### src/rtl/ibex_cx_ctrl_pkg.sv
`default_nettype none
// +----------------------------------------------------------------------+
// | Module : ibex_cx_ctrl_pkg                                            |
// | Brief  : Shared CSR numbers, opcodes, states and helpers for CX ctrl |
// | Rev    : 1.0  initial release                                        |
// +----------------------------------------------------------------------+
package ibex_cx_ctrl_pkg;

  localparam logic [11:0] CSR_CX_IDX   = 12'h800;
  localparam logic [11:0] CSR_CX_STAT  = 12'h801;
  localparam logic [11:0] CSR_MCX_IDX  = 12'hBC0;
  localparam logic [11:0] CSR_MCX_EN   = 12'hBC1;

  localparam logic [6:0]  OPCODE_CX0   = 7'h0b;
  localparam logic [6:0]  OPCODE_CX1   = 7'h2b;
  localparam logic [6:0]  OPCODE_CX2   = 7'h5b;

  localparam logic [1:0]  CSR_OP_NONE  = 2'd0;
  localparam logic [1:0]  CSR_OP_WRITE = 2'd1;
  localparam logic [1:0]  CSR_OP_SET   = 2'd2;
  localparam logic [1:0]  CSR_OP_CLEAR = 2'd3;

  localparam logic [1:0]  PRIV_LVL_M   = 2'b11;

  localparam int CX_STAT_BUSY     = 0;
  localparam int CX_STAT_ERR_DIS  = 1;
  localparam int CX_STAT_ERR_TO   = 2;
  localparam int CX_STAT_ERR_RESP = 3;

  localparam int CX_IDX_ID_W    = 8;
  localparam int CX_IDX_STATE_W = 8;
  localparam int CX_IDX_W       = CX_IDX_ID_W + CX_IDX_STATE_W;

  typedef enum logic [1:0] {
    CX_IDLE = 2'd0,
    CX_WAIT = 2'd1,
    CX_DONE = 2'd2
  } cx_state_e;

  function automatic logic [31:0] csr_apply(input logic [1:0]  op,
                                            input logic [31:0] old,
                                            input logic [31:0] wdata);
    case (op)
      CSR_OP_WRITE: csr_apply = wdata;
      CSR_OP_SET:   csr_apply = old | wdata;
      CSR_OP_CLEAR: csr_apply = old & ~wdata;
      default:      csr_apply = old;
    endcase
  endfunction

endpackage
`default_nettype wire

### src/rtl/ibex_cx_resp_mux.sv
`default_nettype none
// +----------------------------------------------------------------------+
// | Module : ibex_cx_resp_mux                                            |
// | Brief  : Picks valid/err/data of one unit from flattened resp buses  |
// | Rev    : 1.0  initial release                                        |
// +----------------------------------------------------------------------+
module ibex_cx_resp_mux
  import ibex_cx_ctrl_pkg::*;
#(
  parameter int NumCx = 4
) (
  input  logic [CX_IDX_ID_W-1:0] sel_i,
  input  logic [NumCx-1:0]       valid_i,
  input  logic [NumCx-1:0]       err_i,
  input  logic [32*NumCx-1:0]    data_i,
  output logic                   valid_o,
  output logic                   err_o,
  output logic [31:0]            data_o
);

  always_comb begin
    valid_o = 1'b0;
    err_o   = 1'b0;
    data_o  = 32'd0;
    for (int k = 0; k < NumCx; k++) begin
      if (sel_i == CX_IDX_ID_W'(k)) begin
        valid_o = valid_i[k];
        err_o   = err_i[k];
        data_o  = data_i[32*k +: 32];
      end
    end
  end

endmodule
`default_nettype wire

### src/rtl/ibex_cx_ctrl.sv
`default_nettype none
// +----------------------------------------------------------------------+
// | Module : ibex_cx_ctrl                                                |
// | Brief  : CX CSRs, enable check and req/resp dispatch to CX units     |
// | Rev    : 1.0  initial release                                        |
// +----------------------------------------------------------------------+
module ibex_cx_ctrl
  import ibex_cx_ctrl_pkg::*;
#(
  parameter int NumCx         = 4,
  parameter int NumStates     = 4,
  parameter int TimeoutCycles = 64
) (
  input  logic                 clk_i,
  input  logic                 rst_ni,
  input  logic                 csr_access_i,
  input  logic [11:0]          csr_addr_i,
  input  logic [1:0]           csr_op_i,
  input  logic [31:0]          csr_wdata_i,
  input  logic [1:0]           priv_lvl_i,
  output logic [31:0]          csr_rdata_o,
  output logic                 csr_illegal_o,
  input  logic                 instr_valid_i,
  output logic                 instr_ready_o,
  input  logic [9:0]           instr_funct_i,
  input  logic [31:0]          op_a_i,
  input  logic [31:0]          op_b_i,
  output logic                 result_valid_o,
  output logic [31:0]          result_o,
  output logic                 result_err_o,
  output logic                 illegal_o,
  output logic [NumCx-1:0]     cx_req_o,
  output logic [7:0]           cx_state_id_o,
  output logic [9:0]           cx_funct_o,
  output logic [31:0]          cx_op_a_o,
  output logic [31:0]          cx_op_b_o,
  input  logic [NumCx-1:0]     cx_resp_valid_i,
  input  logic [NumCx-1:0]     cx_resp_err_i,
  input  logic [32*NumCx-1:0]  cx_resp_data_i
);

  localparam int          CNT_W   = $clog2(TimeoutCycles);
  localparam logic [31:0] EN_MASK = (NumCx >= 32) ? 32'hFFFF_FFFF
                                                  : 32'((64'd1 << NumCx) - 64'd1);

  cx_state_e               r_state;
  logic                    r_ready;
  logic [NumCx-1:0]        r_req;
  logic [CX_IDX_ID_W-1:0]  r_cx_id;
  logic [7:0]              r_state_id;
  logic [9:0]              r_funct;
  logic [31:0]             r_op_a;
  logic [31:0]             r_op_b;
  logic [CNT_W-1:0]        r_cnt;
  logic                    r_valid;
  logic [31:0]             r_result;
  logic                    r_err;
  logic [CX_IDX_W-1:0]     r_cx_idx;
  logic [CX_IDX_W-1:0]     r_mcx_idx;
  logic [31:0]             r_mcx_en;
  logic [3:1]              r_stat_err;

  logic [CX_IDX_ID_W-1:0]  w_cx_id;
  logic [7:0]              w_st_id;
  logic                    w_in_range;
  logic                    w_enabled;
  logic                    w_issue;
  logic                    w_accept;
  logic [NumCx-1:0]        w_onehot;
  logic                    w_sel_valid;
  logic                    w_sel_err;
  logic [31:0]             w_sel_data;
  logic                    w_resp;
  logic                    w_timeout;
  logic                    w_csr_we;
  logic [31:0]             w_csr_new;
  logic [3:1]              w_stat_clr;
  logic [3:1]              w_stat_set;

  assign w_cx_id    = r_cx_idx[CX_IDX_ID_W-1:0];
  assign w_st_id    = r_cx_idx[CX_IDX_W-1:CX_IDX_ID_W];
  assign w_in_range = ({1'b0, w_cx_id} < 9'(NumCx)) && ({1'b0, w_st_id} < 9'(NumStates));
  assign w_enabled  = (w_cx_id < 8'd32) && r_mcx_en[w_cx_id[4:0]];
  assign w_issue    = (r_state == CX_IDLE) && instr_valid_i;
  assign w_accept   = w_issue && w_in_range && w_enabled;
  assign illegal_o  = w_issue && !(w_in_range && w_enabled);

  for (genvar k = 0; k < NumCx; k++) begin : g_onehot
    assign w_onehot[k] = (w_cx_id == CX_IDX_ID_W'(k));
  end

  // Selection uses the latched id so CSR writes during WAIT cannot redirect it.
  ibex_cx_resp_mux #(
    .NumCx   (NumCx)
  ) u_resp_mux (
    .sel_i   (r_cx_id),
    .valid_i (cx_resp_valid_i),
    .err_i   (cx_resp_err_i),
    .data_i  (cx_resp_data_i),
    .valid_o (w_sel_valid),
    .err_o   (w_sel_err),
    .data_o  (w_sel_data)
  );

  assign w_resp    = (r_state == CX_WAIT) && w_sel_valid;
  assign w_timeout = (r_state == CX_WAIT) && !w_sel_valid &&
                     (r_cnt == CNT_W'(TimeoutCycles - 1));

  always_comb begin
    csr_rdata_o = 32'd0;
    case (csr_addr_i)
      CSR_CX_IDX:  csr_rdata_o = {16'd0, r_cx_idx};
      CSR_CX_STAT: csr_rdata_o = {28'd0, r_stat_err, (r_state != CX_IDLE)};
      CSR_MCX_EN:  csr_rdata_o = r_mcx_en;
      CSR_MCX_IDX: csr_rdata_o = {16'd0, r_mcx_idx};
      default:     csr_rdata_o = 32'd0;
    endcase
  end

  assign csr_illegal_o = csr_access_i && (priv_lvl_i != PRIV_LVL_M) &&
                         ((csr_addr_i == CSR_MCX_EN) || (csr_addr_i == CSR_MCX_IDX));
  assign w_csr_we      = csr_access_i && !csr_illegal_o && (csr_op_i != CSR_OP_NONE);
  assign w_csr_new     = csr_apply(csr_op_i, csr_rdata_o, csr_wdata_i);
  assign w_stat_clr    = (w_csr_we && (csr_addr_i == CSR_CX_STAT) &&
                          ((csr_op_i == CSR_OP_WRITE) || (csr_op_i == CSR_OP_CLEAR)))
                         ? csr_wdata_i[3:1] : 3'b000;
  assign w_stat_set    = {w_resp && w_sel_err, w_timeout, illegal_o};

  always_ff @(posedge clk_i or negedge rst_ni) begin
    if (!rst_ni) begin
      r_cx_idx   <= '0;
      r_mcx_idx  <= '0;
      r_mcx_en   <= '0;
      r_stat_err <= '0;
    end else begin
      if (w_csr_we && (csr_addr_i == CSR_CX_IDX)) r_cx_idx <= w_csr_new[CX_IDX_W-1:0];
      if (w_csr_we && (csr_addr_i == CSR_MCX_EN)) r_mcx_en <= w_csr_new & EN_MASK;
      if (w_accept) r_mcx_idx <= r_cx_idx;
      // Setting after clearing lets a same-cycle error win over W1C.
      r_stat_err <= (r_stat_err & ~w_stat_clr) | w_stat_set;
    end
  end

  always_ff @(posedge clk_i or negedge rst_ni) begin
    if (!rst_ni) begin
      r_state    <= CX_IDLE;
      r_ready    <= 1'b1;
      r_req      <= '0;
      r_cx_id    <= '0;
      r_state_id <= '0;
      r_funct    <= '0;
      r_op_a     <= '0;
      r_op_b     <= '0;
      r_cnt      <= '0;
      r_valid    <= 1'b0;
      r_result   <= '0;
      r_err      <= 1'b0;
    end else begin
      case (r_state)
        CX_IDLE: begin
          r_valid <= 1'b0;
          if (w_accept) begin
            r_state    <= CX_WAIT;
            r_ready    <= 1'b0;
            r_req      <= w_onehot;
            r_cx_id    <= w_cx_id;
            r_state_id <= w_st_id;
            r_funct    <= instr_funct_i;
            r_op_a     <= op_a_i;
            r_op_b     <= op_b_i;
            r_cnt      <= '0;
          end
        end
        CX_WAIT: begin
          r_cnt <= r_cnt + CNT_W'(1);
          if (w_resp) begin
            r_state  <= CX_DONE;
            r_req    <= '0;
            r_valid  <= 1'b1;
            r_result <= w_sel_data;
            r_err    <= w_sel_err;
          end else if (w_timeout) begin
            r_state  <= CX_DONE;
            r_req    <= '0;
            r_valid  <= 1'b1;
            r_result <= 32'd0;
            r_err    <= 1'b1;
          end
        end
        CX_DONE: begin
          r_state <= CX_IDLE;
          r_ready <= 1'b1;
          r_valid <= 1'b0;
        end
        default: begin
          r_state <= CX_IDLE;
          r_ready <= 1'b1;
          r_req   <= '0;
          r_valid <= 1'b0;
        end
      endcase
    end
  end

  assign instr_ready_o  = r_ready;
  assign cx_req_o       = r_req;
  assign cx_state_id_o  = r_state_id;
  assign cx_funct_o     = r_funct;
  assign cx_op_a_o      = r_op_a;
  assign cx_op_b_o      = r_op_b;
  assign result_valid_o = r_valid;
  assign result_o       = r_result;
  assign result_err_o   = r_err;

endmodule
`default_nettype wire

### config.mk
export PLATFORM = sky130hd
export DESIGN_NAME = ibex_cx_ctrl
export DESIGN_NICKNAME = d
export VERILOG_FILES = /design/src/rtl/ibex_cx_ctrl_pkg.sv /design/src/rtl/ibex_cx_resp_mux.sv /design/src/rtl/ibex_cx_ctrl.sv
export SDC_FILE = /design/constraint.sdc
export NUM_CORES = 1
export LEC_CHECK = 0
export CAP_MARGIN = 20
export CORE_MARGIN = 8
export CORE_UTILIZATION = 25
export CTS_CLUSTER_DIAMETER = 30
export CTS_CLUSTER_SIZE = 40
export DETAILED_ROUTE_END_ITERATION = 8
export PLACE_DENSITY = 0.53
export SETUP_SLACK_MARGIN = 0.4
export SYNTH_ARGS = -nofsm -noshare
export SYNTH_HDL_FRONTEND = slang
export SYNTH_SLANG_ARGS = --single-unit
export TNS_END_PERCENT = 50
### constraint.sdc
create_clock -name clk_i -period 2.56 [get_ports clk_i]
set_input_delay 0.512 -clock clk_i [delete_from_list [all_inputs] [get_ports clk_i]]
set_output_delay 0.512 -clock clk_i [all_outputs]
set_load 0.1 [all_outputs]
==> results.sh, run 1 <==
export IMPL_synth_top_area_share=0.516
export IMPL_syn2layout_area_growth_pct=65.9
export IMPL_synthDistinctLibCells=52
export IMPL_grt_overflow=0
export IMPL_drc=0
export IMPL_place_hpwl_microns=24000
export IMPL_finalSetupTns_ps=0
export IMPL_async_flop_share=1.00
export IMPL_cpLargestDelayFamily="multiplexers"
export IMPL_finalClockSkew_ps=17.1
export IMPL_r2r_slack_ps=490
export IMPL_seqCellArea_sq_um=4410
export IMPL_placed_cell_area_sq_um=13000
export IMPL_layout_common_cells="nand2_1, clkdlybuf4s50_1, dfrtp_1"
export IMPL_wl_per_cell_microns=18.3
export IMPL_synthTopCellsByArea="dfrtp_1, nand2_1, mux4_2, and2_1, o21ai_0"
export IMPL_cts_buffers=17
export IMPL_fin_area_sq_um=14100
export IMPL_avgSynthCellArea_sq_um=9.66
export IMPL_cp_start_kind="flip-flop"
export IMPL_period_minus_slack_ps=2470
export IMPL_core_sq_um=33400
export IMPL_drt_pass1_iterations=5
export IMPL_critical_path_max_stage_delay_ps=550
export IMPL_hold_class="in2async"
export IMPL_final_common_cell="nand2_1"
export IMPL_cts_max_level=4
export IMPL_cp_buffers_inverters=1
export IMPL_setup_viol_count_final=0
export IMPL_worst_slew_pin_slew_ps=554
export IMPL_status="complete, no violations"
export IMPL_die_w_microns=200
export IMPL_path_max_fanout=2
export IMPL_finalMaxSlewViolations=0
export IMPL_finalPower_mw=6.32
export IMPL_cts_root_buf="clkbuf_16"
export IMPL_synth_edff_count=0
export IMPL_timing_final_crit_share=0.963
export IMPL_first_global_vias=8297
export IMPL_ys_warn_count=0
export IMPL_ys_seq_area_frac=0.520
export IMPL_crit_path_end_kind="output pin"
export IMPL_vias=7793
export IMPL_max_slew_margin=0.630
export IMPL_ios=417
export IMPL_place_inst=1684
export IMPL_fin_nets=1552
export IMPL_max_freq_ghz=0.406
export IMPL_cts_tree="yes"
export IMPL_ys_flop_type="dfrtp_1"
export IMPL_clock_latency_ps=440
export IMPL_ys_seq_elements=176
export IMPL_dieArea_sq_um=40100
export IMPL_worstPathRequired_ps=2050
export IMPL_cp_cell_sequence="mux4_2 > and4_4 > nor2_4 > buf_12"
export IMPL_avgViaCountPerCell=4.45
export IMPL_antenna_found_initial=1
export IMPL_cp_slowest_cell="mux4_2"
export IMPL_holdWs_ps=26.5
export IMPL_worst_ir_drop_vdd_uv=437
export IMPL_nFillCells=3272
export IMPL_rsz0062_at_grt="yes"
export IMPL_arrival_ps=1950
export IMPL_initial_core_util=0.254
export IMPL_power_leakage_nw=6.57
export IMPL_place_ws_ps=-192
export IMPL_final_core_util=0.421
export IMPL_final_cells=1751
export IMPL_synth_cell_area_sq_um=8480
export IMPL_gp_congestion=0.797
export IMPL_cts_num_sinks=176
export IMPL_drt_wl_total_microns=32100
export IMPL_clk_pin_slew_ps=80
export IMPL_track_usage=0.158
export IMPL_crit_type="reg2out"
export IMPL_ant_nets=0
export IMPL_ctsLongestPathBuffers=2
export IMPL_power_density_nw_per_um2=449
export IMPL_drive_gt1_frac=0.270
export IMPL_multi_input_area_sq_um=4050
export IMPL_grt_pass1_wl_microns=50500
export IMPL_grt_max_degree=66
export IMPL_std_cell_rows=67
export IMPL_die_y_microns=200
export IMPL_yosysTopAreaCell="dfrtp_1"
export IMPL_hold_violations=0
export IMPL_io_buffers=384
export IMPL_synth_cells=878
export IMPL_drtIter0Drc=411
export IMPL_layout_setup_ws_ps=94.5
export IMPL_max_cap_viol_count=0
## area by class of cell
class	count	area share
Antenna cell	1	0.000178
Clock buffer	17	0.0302
Clock inverter	15	0.0130
Inverter	3	0.000800
Multi-Input combinational cell	639	0.288
Sequential cell	176	0.313
Tap cell	448	0.0398
Timing Repair Buffer	452	0.315
## flip-flops by register name (all words and copies together), names as in the netlist, 3 cells and up
name / cells
r_cnt: 6
cx_op_b_o: 32
r_mcx_idx: 16
cx_req_o: 4
cx_state_id_o: 8
r_mcx_en: 4
result_o: 32
r_stat_err: 3
r_cx_idx: 16
r_cx_id: 8
cx_op_a_o: 32
cx_funct_o: 10
## worst register-to-register path, delay by kind of cell, from the launching register on
| family | cells | cell delay [ps] |
|---|---|---|
| AND/OR/NAND/NOR | 4 | 670 |
| multiplexers | 1 | 550 |
| flip-flops | 1 | 410 |
| buffers and inverters | 2 | 330 |
## cell usage after synthesis (3+ instances only)
cell type / count
nand2_1: 313
dfrtp_1: 175
o21ai_0: 47
nand3_1: 42
and2_1: 39
mux4_2: 35
clkbuf_1: 26
nor2_1: 26
a21oi_1: 19
xnor2_1: 18
buf_2: 16
buf_4: 16
buf_1: 15
a22oi_1: 14
o31ai_1: 6
o31ai_2: 6
a21o_1: 4
and3_1: 4
nor3_1: 4
nor4_1: 4
inv_1: 3
nand2b_1: 3
nand4_1: 3
## power breakdown
group	internal [mW]	switching, mW
Clock	1.33	1.35
Sequential	2.79	0.00703
Combinational	0.458	0.392
Total	4.58	1.75
## metal layers
metal	vias to the layer above	global-route usage	share of wire
met5	-	0	0
met4	0	0.0442	0.015
met3	22	0.0568	0.083
met2	313	0.261	0.49
met1	3696	0.193	0.41
li1	3762	-	-
## worst paths after layout
path                               endpoint  cells after the start           from
setup / recovery                  illegal_o                      4    r_cx_idx[1]
hold / removal             cx_state_id_o[7]                      1         rst_ni
max in group asynchronous       result_o[8]                      2         rst_ni
setup reg to reg              cx_op_b_o[19]                      7    r_cx_idx[1]
min in group clk_i            cx_op_a_o[11]                      2  cx_op_a_o[11]
hold reg to reg               cx_op_a_o[11]                      2  cx_op_a_o[11]
## what timing repair did
action / 4_1_cts / 5_1_grt
resized for setup: 90 / 12
endpoints found under the setup margin: 88 / 41
pin swaps: 25 / 20
setup buffers: 24 / 6
gates cloned: 4 / 0
endpoints found under the hold margin: 0 / 0
hold buffers: 0 / 0
## cells by family after synthesis
kind of cell / share of synthesized area
AO/OA/AOI/OAI: 0.0844
XOR/XNOR: 0.0186
adder cells (fa/ha/maj): 0.00148
buffers and inverters: 0.0462
flip-flops: 0.520
multiplexers: 0.0953
other: 0.000442
AND/OR/NAND/NOR: 0.234
Note: power is estimated with default switching activity, not from simulation.
==> run 2, diff against run 1 <==
- SKIP_LAST_GASP: default -> 1
==> results of run 2 <==
Final layout, timing and power as in run 1 (identical DEF).
==> run 3, diff against run 2 <==
- CTS_CLUSTER_SIZE: 40 -> 12
==> results of run 3 <==
Final layout, timing and power as in run 1 (identical DEF).
